<file path="config.mk">
export PLATFORM = sky130hd
export DESIGN_NAME = axil_to_cpu_if
export DESIGN_NICKNAME = d
export VERILOG_FILES = /design/src/rtl/axil_to_cpu_if.sv
export SDC_FILE = /design/constraint.sdc
export NUM_CORES = 1
export LEC_CHECK = 0
export CAP_MARGIN = 10
export CELL_PAD_IN_SITES_DETAIL_PLACEMENT = 2
export CELL_PAD_IN_SITES_GLOBAL_PLACEMENT = 2
export CORE_MARGIN = 10
export CORE_UTILIZATION = 24
export DETAILED_ROUTE_END_ITERATION = 10
export GPL_TIMING_DRIVEN = 0
export PLACE_DENSITY = 0.83
export RECOVER_POWER = 100
export SETUP_SLACK_MARGIN = 0.1
export SYNTH_ARGS = -nofsm -noshare
export SYNTH_HDL_FRONTEND = slang
export SYNTH_SLANG_ARGS = --single-unit
</file>
<file path="constraint.sdc">
create_clock -name clk -period 4.1 [get_ports clk]
set_clock_uncertainty 0.05 [all_clocks]
set_input_delay 0.82 -clock clk [delete_from_list [all_inputs] [get_ports clk]]
set_output_delay 0.82 -clock clk [all_outputs]
set_load 0.02 [all_outputs]
</file>
<file path="src/rtl/axil_to_cpu_if.sv">
// AXI4-Lite slave to cpu_if master bridge, one outstanding access, reads/writes arbitrated alternately.
// Optional `CPU_IF_TIMEOUT_EN aborts a stalled cpu_if access after TIMEOUT_CYCLES wait cycles.
module axil_to_cpu_if #(
   parameter int unsigned TIMEOUT_CYCLES = 1024,
   parameter logic [31:0] ERR_RDATA      = 32'hDEAD_BEEF
) (
   input  logic        clk,
   input  logic        reset,
   input  logic [31:0] s_axil_awaddr,
   input  logic        s_axil_awvalid,
   output logic        s_axil_awready,
   input  logic [31:0] s_axil_wdata,
   input  logic [3:0]  s_axil_wstrb,
   input  logic        s_axil_wvalid,
   output logic        s_axil_wready,
   output logic [1:0]  s_axil_bresp,
   output logic        s_axil_bvalid,
   input  logic        s_axil_bready,
   input  logic [31:0] s_axil_araddr,
   input  logic        s_axil_arvalid,
   output logic        s_axil_arready,
   output logic [31:0] s_axil_rdata,
   output logic [1:0]  s_axil_rresp,
   output logic        s_axil_rvalid,
   input  logic        s_axil_rready,
   output logic        cpu_if_read,
   output logic        cpu_if_write,
   output logic [31:0] cpu_if_write_data,
   output logic [29:0] cpu_if_address,
   input  logic [31:0] cpu_if_read_data,
   input  logic        cpu_if_access_complete
);

   typedef enum logic [2:0] {IDLE, WR_REQ, WR_WAIT, WR_RESP, RD_REQ, RD_WAIT, RD_RESP} state_t;

   state_t      state, state_nxt;
   logic        last_wr;
   logic        wr_cand, rd_cand, grant_wr, grant_rd, strb_ok, expired, wait_end;
   logic [29:0] addr_q;
   logic [31:0] wdata_q, rdata_q;
   logic [1:0]  bresp_q, rresp_q;

   assign wr_cand  = s_axil_awvalid & s_axil_wvalid;
   assign rd_cand  = s_axil_arvalid;
   // Contention goes to the type not served last, so neither side starves.
   assign grant_wr = (state == IDLE) & wr_cand & (~rd_cand | ~last_wr);
   assign grant_rd = (state == IDLE) & rd_cand & (~wr_cand |  last_wr);
   assign strb_ok  = (s_axil_wstrb == 4'hF);
   assign wait_end = cpu_if_access_complete | expired;

`ifdef CPU_IF_TIMEOUT_EN
   localparam int CNT_W = $clog2(TIMEOUT_CYCLES + 1);
   logic [CNT_W-1:0] wait_cnt;

   always_ff @(posedge clk or posedge reset) begin
      if (reset)                                      wait_cnt <= '0;
      else if (state == WR_REQ || state == RD_REQ)    wait_cnt <= '0;
      else if (state == WR_WAIT || state == RD_WAIT)  wait_cnt <= wait_cnt + 1'b1;
   end

   assign expired = (wait_cnt == CNT_W'(TIMEOUT_CYCLES - 1));
`else
   assign expired = 1'b0;
`endif

   always_ff @(posedge clk or posedge reset) begin
      if (reset) state <= IDLE;
      else       state <= state_nxt;
   end

   always_comb begin
      state_nxt = state;
      unique case (state)
         IDLE: begin
            if (grant_wr)      state_nxt = strb_ok ? WR_REQ : WR_RESP;
            else if (grant_rd) state_nxt = RD_REQ;
         end
         WR_REQ:  state_nxt = WR_WAIT;
         WR_WAIT: if (wait_end) state_nxt = WR_RESP;
         WR_RESP: if (s_axil_bready) state_nxt = IDLE;
         RD_REQ:  state_nxt = RD_WAIT;
         RD_WAIT: if (wait_end) state_nxt = RD_RESP;
         RD_RESP: if (s_axil_rready) state_nxt = IDLE;
         default: state_nxt = IDLE;
      endcase
   end

   always_comb begin
      s_axil_awready = grant_wr;
      s_axil_wready  = grant_wr;
      s_axil_arready = grant_rd;
      cpu_if_write   = (state == WR_REQ);
      cpu_if_read    = (state == RD_REQ);
      s_axil_bvalid  = (state == WR_RESP);
      s_axil_rvalid  = (state == RD_RESP);
   end

   // Response fields only move on entry to a RESP state, so they are stable while valid.
   always_ff @(posedge clk or posedge reset) begin
      if (reset) begin
         last_wr <= 1'b0;
         addr_q  <= '0;
         wdata_q <= '0;
         rdata_q <= '0;
         bresp_q <= '0;
         rresp_q <= '0;
      end else begin
         if (grant_wr) begin
            last_wr <= 1'b1;
            addr_q  <= s_axil_awaddr[31:2];
            wdata_q <= s_axil_wdata;
            if (!strb_ok) bresp_q <= 2'b10;
         end
         if (grant_rd) begin
            last_wr <= 1'b0;
            addr_q  <= s_axil_araddr[31:2];
         end
         if (state == WR_WAIT && wait_end)
            bresp_q <= cpu_if_access_complete ? 2'b00 : 2'b10;
         if (state == RD_WAIT && wait_end) begin
            rdata_q <= cpu_if_access_complete ? cpu_if_read_data : ERR_RDATA;
            rresp_q <= cpu_if_access_complete ? 2'b00 : 2'b10;
         end
      end
   end

   assign cpu_if_address    = addr_q;
   assign cpu_if_write_data = wdata_q;
   assign s_axil_bresp      = bresp_q;
   assign s_axil_rdata      = rdata_q;
   assign s_axil_rresp      = rresp_q;

endmodule

</file>
Word-level counts from Yosys, hierarchy flattened:

Cells that the tools add are included.
W data, S select, Z words.

* input port bits: 140
* output and inout port bits: 105
* word-level logic and storage cells: 54
* register bits: 102

* multiplexer cells: 17
* bitwise gates (word level): 10
* eq/ne operators: 13
* reductions and logical operators: 7

Operators by type and width (count)
* $mux W30: 2
* $mux W32: 1
* $pmux W3 S7: 1
* $mux W3: 6
* $mux W2: 5
* $eq A3 B3 Y1 const B: 3
* $eq A3 B2 Y1 const B: 2
* $ne A2 B1 Y1 const B: 3
* $and A1 B1 Y1: 5
* $reduce_and A5 Y1: 1
* $eq A4 B4 Y1 const B: 1
* $ne A2 B2 Y1 const B: 2
* $reduce_bool A2 Y1: 2
* $eq A3 B1 Y1 const B: 1
* $logic_not A3 Y1: 1
* $ne A3 B3 Y1 const B: 1
* $not A1 Y1: 3
* $logic_and A1 B1 Y1: 2
* $mux W1: 2
* $or A1 B1 Y1: 2
* $reduce_and A2 Y1: 1

Depth between registers and ports, before layout:

Gate-level depths: netlist of the first run.

* depth after elaboration: 7
* depth in mapped cells: 6
* depth with buffers taken out: 3

Least setup slack after synthesis of the first run:

OpenSTA, ideal clock, no wires.

* kind: input to output
* from: in s_axil_awvalid
* to: out s_axil_wready
* data required time: 3.230 ns
* stages: 5
* path buffers: 3
* data arrival time: 1.624 ns
* setup slack: 1.606 ns
* path through: and2_1 -> and3_1 -> buf_4 -> buf_4 -> buf_4

* cells in the longest elaborated chain, start to end: 3

Ends and longest elaborated chain
* start, declared: line 10 `input logic s_axil_awvalid,`
* $and A1 B1 Y1: line 43 `assign wr_cand = s_axil_awvalid & s_axil_wvalid;`
* $and A1 B1 Y1 (2 in a row): line 46 `assign grant_wr = (state == IDLE) & wr_cand & (~rd_cand | ~last_wr);`
* end, declared: line 15 `output logic s_axil_wready,`

Every way passes these cells.

Worst setup path after layout of the first run:

Ends and elaborated chain as after synthesis.

==> metrics.yaml, run 1 <==
combPwrFrac: 0.486
cp_num_buf_inv: 5
via_count: 3508
report.power.total_uw: 5073
synth_compound_area_frac: 0.1436
status: "finished with violations"
nNetsFinal: 679
hpwl_um: 13720
die_area_mm2: 0.02370
hold_ws_ns: 0.4395
holdBufCountCts: 0
hold_viol: 0
die_h_um: 153.9
yosysMostFrequentCell: "dfrtp_1"
clockBufferDepth: 2
synth_edf_count: 0
power.density_mw_per_mm2: 711.1
grt_busiest_layer: "met2"
clk_latency_ns: 0.33
internal_power_uw: 3169
leakage_uw: 0.003195
swShare: 0.3754
maxSlewHeadroom: -0.2749
synth_area_per_cell_um2: 14.95
ys_seq_elements: 100
critPathLaunchType: "primary input"
cap_violations: 1
cts.sinks: 100
clkTransAtPathRegs_ns: 0.06
setup_violations: 0
ctsResizeCount: 0
io_buffers: 238
slew_viol_final: 40
rsz0062_at_grt: "no"
rr_startpoint: "state[2]"
track_usage: 0.1399
grt_pass1_wl_um: 26500
cts_tree: "built"
crit_top_cell: "buf_4"
hp-class: "reg -> reg"
std_cell_rows: 48
synth_fa_ha_area_frac: 0
path_class: "in -> out"
top_level_ports: 245
whs_path_depth: 1
cpPeakStageDelay_ns: 0.60
grt_max_degree: 62
drc: 0
crit_required_ns: 3.23
grt_pass1_vias: 4250
period_minus_slack_ns: 3.808
synthTopCellsByCount: "dfrtp_1 (100), mux2_2 (35), a21boi_0 (30), a221o_1 (30), mux2_4 (29)"
dp_cells: 753
fmax_ghz: 0.2626
drive_above_1_share: 0.1250
pwr-share-clk: 0.181
drtPass1Iterations: 4
fin_crit_sh: 0.9288
cp-end-kind: "output pin"
viasPerCell: 4.562
drt_wl_total_um: 16660
yosysWarnings: 0
tightest_slew_ns: 1.902
antenna_found_initial: 0
rrSetupSlack_ns: 1.70
n_antenna_cell: 0
synth_top_area_share: 0.5812
numCtsBuffers: 9
synth_top_family_by_area: "multiplexers"
ir_drop_mv: 0.2465
synth-async-reset-ratio: 1.000
cts-root-buf: "clkbuf_16"
r2r_cells: 6
min_from: "s_axil_rdata[18]"
syn_inst: 288
ys.flop_type: "dfrtp_1"
syn_to_final_growth_pct: 65.71
critPathArrivalTime_ns: 2.94
cts_setup_buffers: 0
tns_ns: 0
core_area_mm2: 0.01742
switching_power_uw: 1904
min_to: "s_axil_rdata[18]"
slowest_stage: "clkdlybuf4s50_1"
routedWlPerCell_um: 21.66
rr_endpoint: "cpu_if_write_data[1]"
globalRouteOverflowTotal: 0
postLayoutCoreUtil: 0.4096
synthesis.area_mm2: 0.004305
yosysTopAreaCell: "dfrtp_1"
met1_usage: 0.1587
cts_max_level: 3
sequentialPowerShare: 0.333
path_max_fanout: 11
violations: "capacitance limit, slew limit"
crit_family: "buffers and inverters"
synth.area.mux_share: 0.1927
initial_core_util: 0.2472
synthSimpleGateAreaFrac: 0.02761
grt_use_met3: 0.05886
globalRouteMet2Util: 0.2331
stdcell_count: 769
synthTopCellsByArea: "dfrtp_1 (58%), mux2_4 (10%), mux2_2 (9.2%)"
ant_nets: 0
die_x_um: 153.9
gp_congestion: 0.7774
synth.distinct_cells: 34
crit_chain: "dlygate4sd3_1 -> and2_1 -> and3_1 -> buf_4 -> buf_4 -> buf_4 -> clkdlybuf4s50_1"
ys_seq_area_frac: 0.5812
drt-initial-drc-count: 128
synthXorXnorAreaFrac: 0
worst register-to-register path, stage by stage (launching register included):
cell and delay [ns]:
dfrtp_1 0.37, buf_4 0.16, nor3_2 0.39, and3_1 0.22, buf_4 0.20, clkbuf_1 0.49, mux2_2 0.41
worst max-delay path by stage:
| stage | start | slack, ns | endpoint | cells past startpoint |
|---|---|---|---|---|
| finish | s_axil_awvalid | 0.29 | s_axil_wready | 7 |
| floorplan | reset | 0.61 | cpu_if_address[0] | 1 |
| global route | s_axil_awvalid | 0.15 | s_axil_wready | 7 |
| global placement | reset | -0.96 | cpu_if_address[15] | 2 |
| detailed placement | s_axil_awvalid | 0.33 | s_axil_wready | 7 |
| CTS | s_axil_awvalid | 0.32 | s_axil_wready | 7 |
cell usage in the layout (no fill, tap or decap), types with 2 or more instances in the layout:
master	Yosys	routed
mux2_1	0	27
bufinv_16	0	2
a221o_1	30	30
inv_1	3	2
clkbuf_16	0	9
clkinv_2	0	2
buf_2	6	4
nor3_1	2	2
conb_1	1	2
a22oi_1	2	2
and3_1	4	4
and2_1	2	2
a21o_1	2	2
o21ai_0	2	2
nand2_1	2	2
clkbuf_1	7	17
dlygate4sd3_1	0	105
mux2_2	35	35
buf_4	6	6
mux2_4	29	2
a21boi_0	30	30
clkdlybuf4s50_1	0	133
nor2_1	3	3
dfrtp_1	100	100
flip-flops by register name (all words and copies together) (netlist names):
name,flops
s_axil_rdata,32
s_axil_bresp,1
cpu_if_address,30
state,3
s_axil_rresp,1
last_wr,1
cpu_if_write_data,32
per-layer routing:
| metal | vias to the layer above | wire length, um |
|---|---|---|
| met3 | 15 | 1546 |
| met2 | 169 | 8232 |
| met4 | 0 | 250 |
| met1 | 1754 | 6626 |
| li1 | 1570 | - |
| met5 | - | 0 |
area by class of cell:
cell class                 instances  area, um2
clock inverter                     6      86.33
tap                              225      281.5
sequential                       100       2502
clock buffer                      10      229.0
buffer                            27      136.4
multi-input combinational        158       1473
timing repair buffer             239       2410
fill                            1786      10280
inverter                           4      16.27
power groups by stage:
| stage | Combinational [uW] | Clock [uW] | Sequential [uW] |
|---|---|---|---|
| 5_1_grt | 2640 | 994 | 1760 |
| 6_report | 2460 | 918 | 1690 |
| 3_3_place_gp | 2720 | 0 | 1690 |
| 2_1_floorplan | 861 | 0 | 2240 |
| 4_1_cts | 2810 | 953 | 1730 |
| 3_5_place_dp | 2800 | 0 | 1740 |
logic make-up (layout without fill, tap and decap cells):
logic type	count (synthesis)	count (layout)
flip-flops	100	100
AO/OA/AOI/OAI	72	72
multiplexers	64	64
buffers and inverters	31	286
AND/OR/NAND/NOR	20	20
other	1	2
metrics by stage:
| step | setup slack (ns) | cell area (um2) |
|---|---|---|
| final | 0.2921 | 7134 |
| after global routing | 0.1540 | 7134 |
| after CTS | 0.3172 | 7318 |
| after detailed placement | 0.3262 | 7003 |
| after global placement | -0.9648 | 6973 |
| after floorplan | 0.6112 | 4309 |
Note: power is estimated with default switching activity, not from simulation.
==> run 2, diff against run 1 <==
Settings changed: SETUP_SLACK_MARGIN 0.1 to not set.
==> results of run 2 <==
Same layout as run 1: the final DEF is identical, and so are final timing and power.
==> run 3, diff against run 2 <==
Settings changed: HOLD_SLACK_MARGIN set to 0.1.
==> results of run 3 <==
Same layout as run 1: the final DEF is identical, and so are final timing and power.
